`config.mk`:
```
export PLATFORM = sky130hd
export DESIGN_NAME = led_blinker_flat
export DESIGN_NICKNAME = d
export VERILOG_FILES = /design/src/rtl/blink_pkg.sv /design/src/rtl/led_blinker_if.sv /design/src/rtl/interval_timer.sv /design/src/rtl/led_blinker.sv /design/src/flat_wrapper.sv
export SDC_FILE = /design/constraint.sdc
export NUM_CORES = 1
export LEC_CHECK = 0
export CAP_MARGIN = 20
export CORE_UTILIZATION = 41
export DETAILED_ROUTE_END_ITERATION = 16
export PLACE_DENSITY_LB_ADDON = 0.15
export SLEW_MARGIN = 30
export SYNTH_ARGS = -nofsm -noshare
export SYNTH_HDL_FRONTEND = slang
export SYNTH_HIERARCHICAL = 1
export SYNTH_SLANG_ARGS = --single-unit
```
`constraint.sdc`:
```
create_clock -name clk -period 3.7 [get_ports clk]
set_input_delay 0.74 -clock clk [delete_from_list [all_inputs] [get_ports clk]]
set_output_delay 0.74 -clock clk [all_outputs]
set_load 0.01 [all_outputs]
```
`src/rtl/blink_pkg.sv`:
```
// Shared types and constants for the LED blink sequencer.
package blink_pkg;

    // Sequencer states: idle, LED lit, LED dark gap after a blink.
    typedef enum logic [1:0] {
        IDLE = 2'd0,
        ON   = 2'd1,
        OFF  = 2'd2
    } blink_state_t;

    localparam int TIMER_W = 32;
    localparam int COUNT_W = 4;

    // Clock cycles in an interval of 'ms' milliseconds at 'freq_hz'.
    // Dividing first keeps the product inside 32 bits for any sane clock.
    function automatic logic [TIMER_W-1:0] ticks_from_ms(
        input int unsigned freq_hz,
        input int unsigned ms
    );
        int unsigned per_ms;
        per_ms = freq_hz / 1000;
        return TIMER_W'(per_ms * ms);
    endfunction

endpackage

```
`src/rtl/led_blinker_if.sv`:
```
// Request/status bundle between a blink requester and the LED sequencer.
interface led_blinker_if;
    import blink_pkg::*;

    logic               start;
    logic [COUNT_W-1:0] count;
    logic               led;
    logic               busy;
    logic               done;

    // Requester side: issues start/count, watches status.
    modport master (
        output start,
        output count,
        input  led,
        input  busy,
        input  done
    );

    // Sequencer side: consumes requests, drives LED and status.
    modport slave (
        input  start,
        input  count,
        output led,
        output busy,
        output done
    );

endinterface

```
`src/rtl/interval_timer.sv`:
```
// Clearable 32-bit up-counter; expire flags the last cycle of an interval
// of 'limit' cycles, counting from the cycle after a clear.
module interval_timer
    import blink_pkg::*;
(
    input  logic               clk,
    input  logic               rst,
    input  logic               clr,
    input  logic [TIMER_W-1:0] limit,
    output logic               expire
);

    logic [TIMER_W-1:0] count_reg;
    logic [TIMER_W-1:0] count_next;

    // Clear wins over counting; the owner clears on every expiry, so the
    // counter never runs past limit-1 and cannot wrap.
    always_comb begin
        count_next = count_reg + TIMER_W'(1);
        if (clr) begin
            count_next = '0;
        end
    end

    // Counter register.
    always_ff @(posedge clk or posedge rst) begin
        if (rst) begin
            count_reg <= '0;
        end else begin
            count_reg <= count_next;
        end
    end

    assign expire = (count_reg == (limit - TIMER_W'(1)));

endmodule

```
`src/rtl/led_blinker.sv`:
```
// LED blink sequencer: on a start request, blinks the LED 'count' times
// (on_ms lit, off_ms dark each), pulses done at the end, and can hold one
// queued request that launches back-to-back with the running sequence.
module led_blinker
    import blink_pkg::*;
#(
    parameter int unsigned clk_freq = 50_000_000,
    parameter int unsigned on_ms    = 100,
    parameter int unsigned off_ms   = 100
) (
    input  logic          clk,
    input  logic          rst,
    led_blinker_if.slave  bus
);

    localparam logic [TIMER_W-1:0] ON_TICKS  = ticks_from_ms(clk_freq, on_ms);
    localparam logic [TIMER_W-1:0] OFF_TICKS = ticks_from_ms(clk_freq, off_ms);

    blink_state_t       state_reg;
    blink_state_t       state_next;
    logic [COUNT_W-1:0] remaining_reg;
    logic [COUNT_W-1:0] remaining_next;
    logic               pend_valid_reg;
    logic               pend_valid_next;
    logic [COUNT_W-1:0] pend_count_reg;
    logic [COUNT_W-1:0] pend_count_next;
    logic               led_reg;
    logic               busy_reg;
    logic               done_reg;
    logic               done_next;

    logic               req;
    logic               timer_clr;
    logic [TIMER_W-1:0] timer_limit;
    logic               timer_expire;

    // A zero-count start is never a request, whatever the state.
    assign req = bus.start && (bus.count != '0);

    // One shared timer; its interval length follows the current state.
    assign timer_limit = (state_reg == ON) ? ON_TICKS : OFF_TICKS;

    interval_timer u_timer (
        .clk    (clk),
        .rst    (rst),
        .clr    (timer_clr),
        .limit  (timer_limit),
        .expire (timer_expire)
    );

    // Next-state, counters and pending request.
    always_comb begin
        state_next      = state_reg;
        remaining_next  = remaining_reg;
        pend_valid_next = pend_valid_reg;
        pend_count_next = pend_count_reg;
        done_next       = 1'b0;
        timer_clr       = 1'b0;

        case (state_reg)
            IDLE: begin
                // Hold the timer at zero so ON starts a full interval.
                timer_clr = 1'b1;
                if (req) begin
                    remaining_next = bus.count;
                    state_next     = ON;
                end
            end

            ON: begin
                if (req) begin
                    pend_valid_next = 1'b1;
                    pend_count_next = bus.count;
                end
                if (timer_expire) begin
                    timer_clr  = 1'b1;
                    state_next = OFF;
                end
            end

            OFF: begin
                if (req) begin
                    pend_valid_next = 1'b1;
                    pend_count_next = bus.count;
                end
                if (timer_expire) begin
                    timer_clr = 1'b1;
                    if (remaining_reg > COUNT_W'(1)) begin
                        remaining_next = remaining_reg - COUNT_W'(1);
                        state_next     = ON;
                    end else begin
                        // Final gap of this sequence: report completion and
                        // chain straight into whatever request is waiting; a
                        // start arriving on this very cycle is the newest one.
                        done_next = 1'b1;
                        if (req) begin
                            remaining_next  = bus.count;
                            pend_valid_next = 1'b0;
                            state_next      = ON;
                        end else if (pend_valid_reg) begin
                            remaining_next  = pend_count_reg;
                            pend_valid_next = 1'b0;
                            state_next      = ON;
                        end else begin
                            remaining_next = '0;
                            state_next     = IDLE;
                        end
                    end
                end
            end

            default: begin
                state_next     = IDLE;
                remaining_next = '0;
            end
        endcase
    end

    // State, counters and pending register.
    always_ff @(posedge clk or posedge rst) begin
        if (rst) begin
            state_reg      <= IDLE;
            remaining_reg  <= '0;
            pend_valid_reg <= 1'b0;
            pend_count_reg <= '0;
        end else begin
            state_reg      <= state_next;
            remaining_reg  <= remaining_next;
            pend_valid_reg <= pend_valid_next;
            pend_count_reg <= pend_count_next;
        end
    end

    // Outputs are registered copies of the next-state decode so they change
    // on the same edge as the state and carry no combinational path.
    always_ff @(posedge clk or posedge rst) begin
        if (rst) begin
            led_reg  <= 1'b0;
            busy_reg <= 1'b0;
            done_reg <= 1'b0;
        end else begin
            led_reg  <= (state_next == ON);
            busy_reg <= (state_next != IDLE);
            done_reg <= done_next;
        end
    end

    assign bus.led  = led_reg;
    assign bus.busy = busy_reg;
    assign bus.done = done_reg;

endmodule

```
`src/flat_wrapper.sv`:
```
// flat-port wrapper written by rule: the top's interface ports become plain ports
module led_blinker_flat import blink_pkg::*;
#(
    parameter int unsigned clk_freq = 50_000_000,
    parameter int unsigned on_ms    = 100,
    parameter int unsigned off_ms   = 100
)
  (clk, rst, bus_start, bus_count, bus_led, bus_busy, bus_done);
  led_blinker_if bus_i ();
  input  logic clk;
  input  logic rst;
  input wire logic [$bits(bus_i.start)-1:0] bus_start;
  input wire logic [$bits(bus_i.count)-1:0] bus_count;
  output wire logic [$bits(bus_i.led)-1:0] bus_led;
  output wire logic [$bits(bus_i.busy)-1:0] bus_busy;
  output wire logic [$bits(bus_i.done)-1:0] bus_done;
  assign bus_i.start = bus_start;
  assign bus_i.count = bus_count;
  assign bus_led = bus_i.led;
  assign bus_busy = bus_i.busy;
  assign bus_done = bus_i.done;
  led_blinker #(.clk_freq(clk_freq), .on_ms(on_ms), .off_ms(off_ms)) u_core (.clk(clk), .rst(rst), .bus(bus_i));
endmodule
```
# ---- Word level (Yosys, flattened, before mapping)
# Index checks and enable logic that the tools add are counted.
dict set report totals {
  elab_cells 51
  inputBits 7
  reg_bits 46
  output_inout_bits 3
}
dict set report classes {
  n_bitwise 1
  n_addsub 2
  mux 25
  reduce_logical 8
  n_lt_le_gt_ge 1
  eq_ne 6
}
# operator n
set op_table {}
lappend op_table {{32-bit by 1-bit adder with 32-bit output, second input constant} 1}
lappend op_table {{32-bit by 23-bit equality test with 1-bit output, second input constant} 1}
lappend op_table {{32-bit two-way mux} 1}
lappend op_table {{4-bit two-way mux} 5}
lappend op_table {{4-bit one-hot mux with 3 select lines} 1}
lappend op_table {{1-bit two-way mux} 10}
lappend op_table {{2-bit two-way mux} 5}
lappend op_table {{2-bit one-hot mux with 3 select lines} 1}
lappend op_table {{2-bit by 1-bit equality test with 1-bit output, second input constant} 2}
lappend op_table {{4-bit by 1-bit > comparator with 1-bit output, second input constant} 1}
lappend op_table {{2-bit by 1-bit != test with 1-bit output, second input constant} 2}
lappend op_table {{1-bit one-hot mux with 2 select lines} 2}
lappend op_table {{2-bit nonzero test} 2}
lappend op_table {{4-bit nonzero test} 1}
lappend op_table {{4-bit by 1-bit subtractor with 4-bit output, second input constant} 1}
lappend op_table {{3-bit AND reduction} 1}
lappend op_table {{2-bit equality test, second input constant} 1}
lappend op_table {{2-bit logical NOT} 1}
lappend op_table {{2-bit AND reduction} 1}
lappend op_table {{2-bit OR reduction} 1}
lappend op_table {{1-bit logical AND} 1}
lappend op_table {{1-bit inverter} 1}

# ---- Longest topological paths before layout
dict set report depth {
  word_depth 8
  ltp_mapped 15
  ltp_nobuf 13
}

# ---- By module
# The synthesis kept the hierarchy.
# mod instances cells_each area_per_inst_um2 seq_area_each_um2
set by_module_without_submodules {}
lappend by_module_without_submodules {interval_timer 1 311 2572.5 800.8}
lappend by_module_without_submodules {led_blinker 1 89 882.1 350.3}

# ---- Worst setup path before layout
# No wires, ideal clock.
dict set report synth_timing {
  kind {reg-to-reg}
  start {register u_core.u_timer.count_reg[16]}
  end {register u_core.remaining_reg[3]}
  arrival_time_ps 2702
  period_less_slack_ps 2789
  path_buffers 1
  path_slack_ps 911
  path_stages_with_launch 13
  path_cell_list {dfrtp_1 -> clkbuf_1 -> xnor2_1 -> o21ai_0 -> o21ai_0 -> nand4_1 -> a2111oi_2 -> nand4_1 -> nor4_2 -> inv_1 -> a221oi_4 -> o2111ai_1 -> o211ai_1}
}
dict set report synth_via {
  elab_chain_cells 3
}
# item line
set synth_rtl {}
lappend synth_rtl {{start: declaration} interval_timer.sv:13} ;# logic [TIMER_W-1:0] count_reg;
lappend synth_rtl {{start signal: assignment} interval_timer.sv:30} ;# count_reg <= count_next;
lappend synth_rtl {{32-bit by 23-bit equality test with 1-bit output} interval_timer.sv:34} ;# assign expire = (count_reg == (limit - TIMER_W'(1)));
lappend synth_rtl {{via u_core.timer_expire} led_blinker.sv:35} ;# logic timer_expire;
lappend synth_rtl {{2-bit by 1-bit != test with 1-bit output (no line)} --}
lappend synth_rtl {{3-bit AND reduction (no line)} --}
lappend synth_rtl {{end signal: assignment} led_blinker.sv:128} ;# remaining_reg <= remaining_next;
lappend synth_rtl {{end: declaration} led_blinker.sv:21} ;# logic [COUNT_W-1:0] remaining_reg;
# The timed path passes the listed nets, and every way through them passes these cells.
# A chain may end at the register's enable or synchronous reset.

# ---- Worst setup path in the final report
# Ends and elaborated chain as after synthesis.

==> flow_summary_export.csv <==
group,metric,value,unit
outcome,outcome,"completed",
sta,holdWs,0.513,ns
drt,routedWlPerCell,11.3,um
logic_synthesis,ys_types,55,
clock_network,cts_buffer_depth,2,
sta,max_freq,0.309,GHz
drt,postRouteWirelength,7.22,mm
die,rows,33,
global_routing,grt_pass1_wl,12.5,mm
drt,drt-initial-drc-count,138,
sta,setup_tns,0,ns
logic_synthesis,synth_area_leaders,"dfrtp_1, xnor2_1, xor2_1, nor2_1, nand3_1",
clock_network,clk_pin_slew_worst_paths,0.10,ns
final_layout,largest_reg_flops,32,
final_layout,antennaDiodeCount,0,
worst_setup_path,critPathKind,"reg -> reg",
logic_synthesis,seq_area_frac_synth,33.3,%
clock_network,post_cts_buffers,0,
sta,hold_violations,0,
global_routing,grt_pass1_vias,2657,
logic_synthesis,yosysTopAreaCell,"dfrtp_1",
drt,ant_nets,0,
clock_network,cts_hold_buf,0,
die,die_h,93.8,um
final_layout,finish.instance_area,0.00420,mm2
drt,routed_via_density,4.51,
logic_synthesis,ys_warn_count,6,
sta,setup_viol,0,
final_layout,stdcell_count,636,
logic_synthesis,synthFlopType,"dfrtp_1",
clock_network,cts_sinks,46,
sta,rsz0062_at_grt,"false",
final_layout,drive_gt1_share,4.90,%
placement,numPortBuffers,9,
clock_network,clkLatencyLatePin,0.30,ns
placement,post-dp-hpwl,5.70,mm
placement,dp.cells,628,
drt,first_pass_iters,4,
die,die_x,93.8,um
pwr,p_leak,1.87,nW
final_layout,final_cell_mix,"conb_1, nor2_1, dfrtp_1, xnor2_1, xor2_1",
die,io_pins,10,
final_layout,layout_commonest_cell,"conb_1",
sta,slew_headroom,50.4,%
die,dieArea,0.00880,mm2
final_layout,area_delta_synth_final,21.6,%
die,core-area,0.00818,mm2
clock_network,cts_tree,"done",
sta,slew_violations,0,
final_layout,nNetsFinal,545,
sta,final.min_clock_period,3.24,ns
worst_setup_path,startpoint_type,"flop",
clock_network,cts-root-buf,"clkbuf_8",
global_routing,grt_max_degree,33,
clock_network,cts_buffers,5,
drt,drc_errors,0,
logic_synthesis,ys_ff_latch,46,
hold_path,hp-class,"reg -> reg",
clock_network,ctsResizeCount,0,
global_routing,antenna_found_initial,0,
sta,skew,0.0136,ns
logic_synthesis,synth_area,0.00345,mm2
clock_network,htreeDepth,2,
worst_setup_path,endpoint_kind,"flop",
sta,period_share,87.5,%
final_layout,fillers,801,
pwr,power-per-cell-area,357,mW/mm2
logic_synthesis,synth_edf_count,0,
placement,placed_cell_area,0.00411,mm2
sta,tightest_slew,0.737,ns
logic_synthesis,synth_area_per_cell,8.64,um2
drt,vias,2869,
logic_synthesis,yosysTopAreaCellShare,33.3,%
pwr,peakVddDrop,0.169,mV
worst_setup_path,required,3.93,ns
global_routing,grt_overflow_total,0,
die,initial_core_util,42.3,%
worst_setup_path,path_max_fanout,10,
global_routing,grt_use_total,18.2,%
worst_setup_path,cp_data_arrival_time,3.47,ns
placement,gp_congestion,0.830,
logic_synthesis,postSynthCellCount,400,
job,cap_viol_max_count,0,
logic_synthesis,synthArstFlopShare,100,%
[stage by stage]
stage          worst slack, ns  utilization [%]  power (mW)
2_1_floorplan            0.911                -        1.04
3_3_place_gp             0.614             50.3        1.18
3_5_place_dp             0.438             50.3        1.20
4_1_cts                  0.416             51.4        1.51
5_1_grt                 0.0765             51.4        1.62
6_report                 0.462             51.4        1.50
[routing by layer]
metal	wire [um]	track usage [%]	share of wire, %	vias to the layer above
met5	0	0	0	-
met4	73	4.23	1.0	0
met3	102	2.75	1.4	6
met2	3360	30.2	47	22
met1	3680	24.8	51	1306
li1	-	-	-	1535
[kinds of logic after synthesis]
group | share of synthesized area, %
multiplexers | 2.17
XOR/XNOR | 18.5
AND/OR/NAND/NOR | 27.7
AO/OA/AOI/OAI | 11.6
flip-flops | 33.3
buffers and inverters | 3.62
other | 0.217
adder cells (fa/ha/maj) | 2.90
[area by class of cell]
class / count / area [um2] / area share [%]
Multi-Input combinational cell: 446 / 2640 / 62.9
Sequential cell: 46 / 1150 / 27.4
Clock inverter: 2 / 13.8 / 0.328
Clock buffer: 6 / 72.6 / 1.73
Timing Repair Buffer: 13 / 120 / 2.86
Inverter: 18 / 67.6 / 1.61
Tap cell: 105 / 131 / 3.13
[synthesized netlist by cell type (all sizes together), types with 3 or more instances]
cell,n
mux2i,3
a21oi,9
nor2,49
inv,18
mux2,4
and2,3
nor3b,3
xnor2,43
clkbuf,11
xor2,30
o31ai,3
nor2b,4
nor4,10
nand3,25
or3,7
nand2,27
a31oi,5
and3,9
o21ai,9
or4,3
nand2b,5
a211oi,7
dfrtp,46
ha,8
nor3,17
nand4,12
or2,3
[critical path, stage by stage (launching register included)]
cell and delay, ns:
dfrtp_1 0.45, xnor2_1 0.32, o21ai_0 0.13, o21ai_0 0.09
nand4_1 0.13, a2111oi_2 0.29, nand4_1 0.16, nor4_2 0.53
inv_1 0.18, a221oi_4 0.51, o2111ai_1 0.19, o211ai_1 0.18
[power by group]
| group | total [mW] | switching (mW) | leakage (nW) | internal, mW |
|---|---|---|---|---|
| Sequential | 0.648 | 0.0683 | 0.611 | 0.580 |
| Combinational | 0.541 | 0.317 | 1.22 | 0.224 |
| Clock | 0.311 | 0.177 | 0.0452 | 0.134 |
| Total | 1.50 | 0.563 | 1.87 | 0.937 |
[final timing paths]
path                                                   startpoint                               endpoint  slack, ns  depth (start not counted)
max                        u_core/u_timer/count_reg[16]$_DFF_PP0_    u_core/remaining_reg[3]$_DFFE_PP0P_       0.46                         11
min                          u_core/pend_count_reg[0]$_DFFE_PP0P_   u_core/pend_count_reg[0]$_DFFE_PP0P_       0.51                          1
max reg2reg                u_core/u_timer/count_reg[16]$_DFF_PP0_    u_core/remaining_reg[3]$_DFFE_PP0P_       0.46                         11
min reg2reg                  u_core/pend_count_reg[0]$_DFFE_PP0P_   u_core/pend_count_reg[0]$_DFFE_PP0P_       0.51                          1
max in group asynchronous                                     rst  u_core/u_timer/count_reg[3]$_DFF_PP0_       2.50                          3
min in group asynchronous                                     rst              u_core/bus.busy$_DFF_PP0_       0.82                          2
No activity file was read; power rests on OpenSTA's default activity.
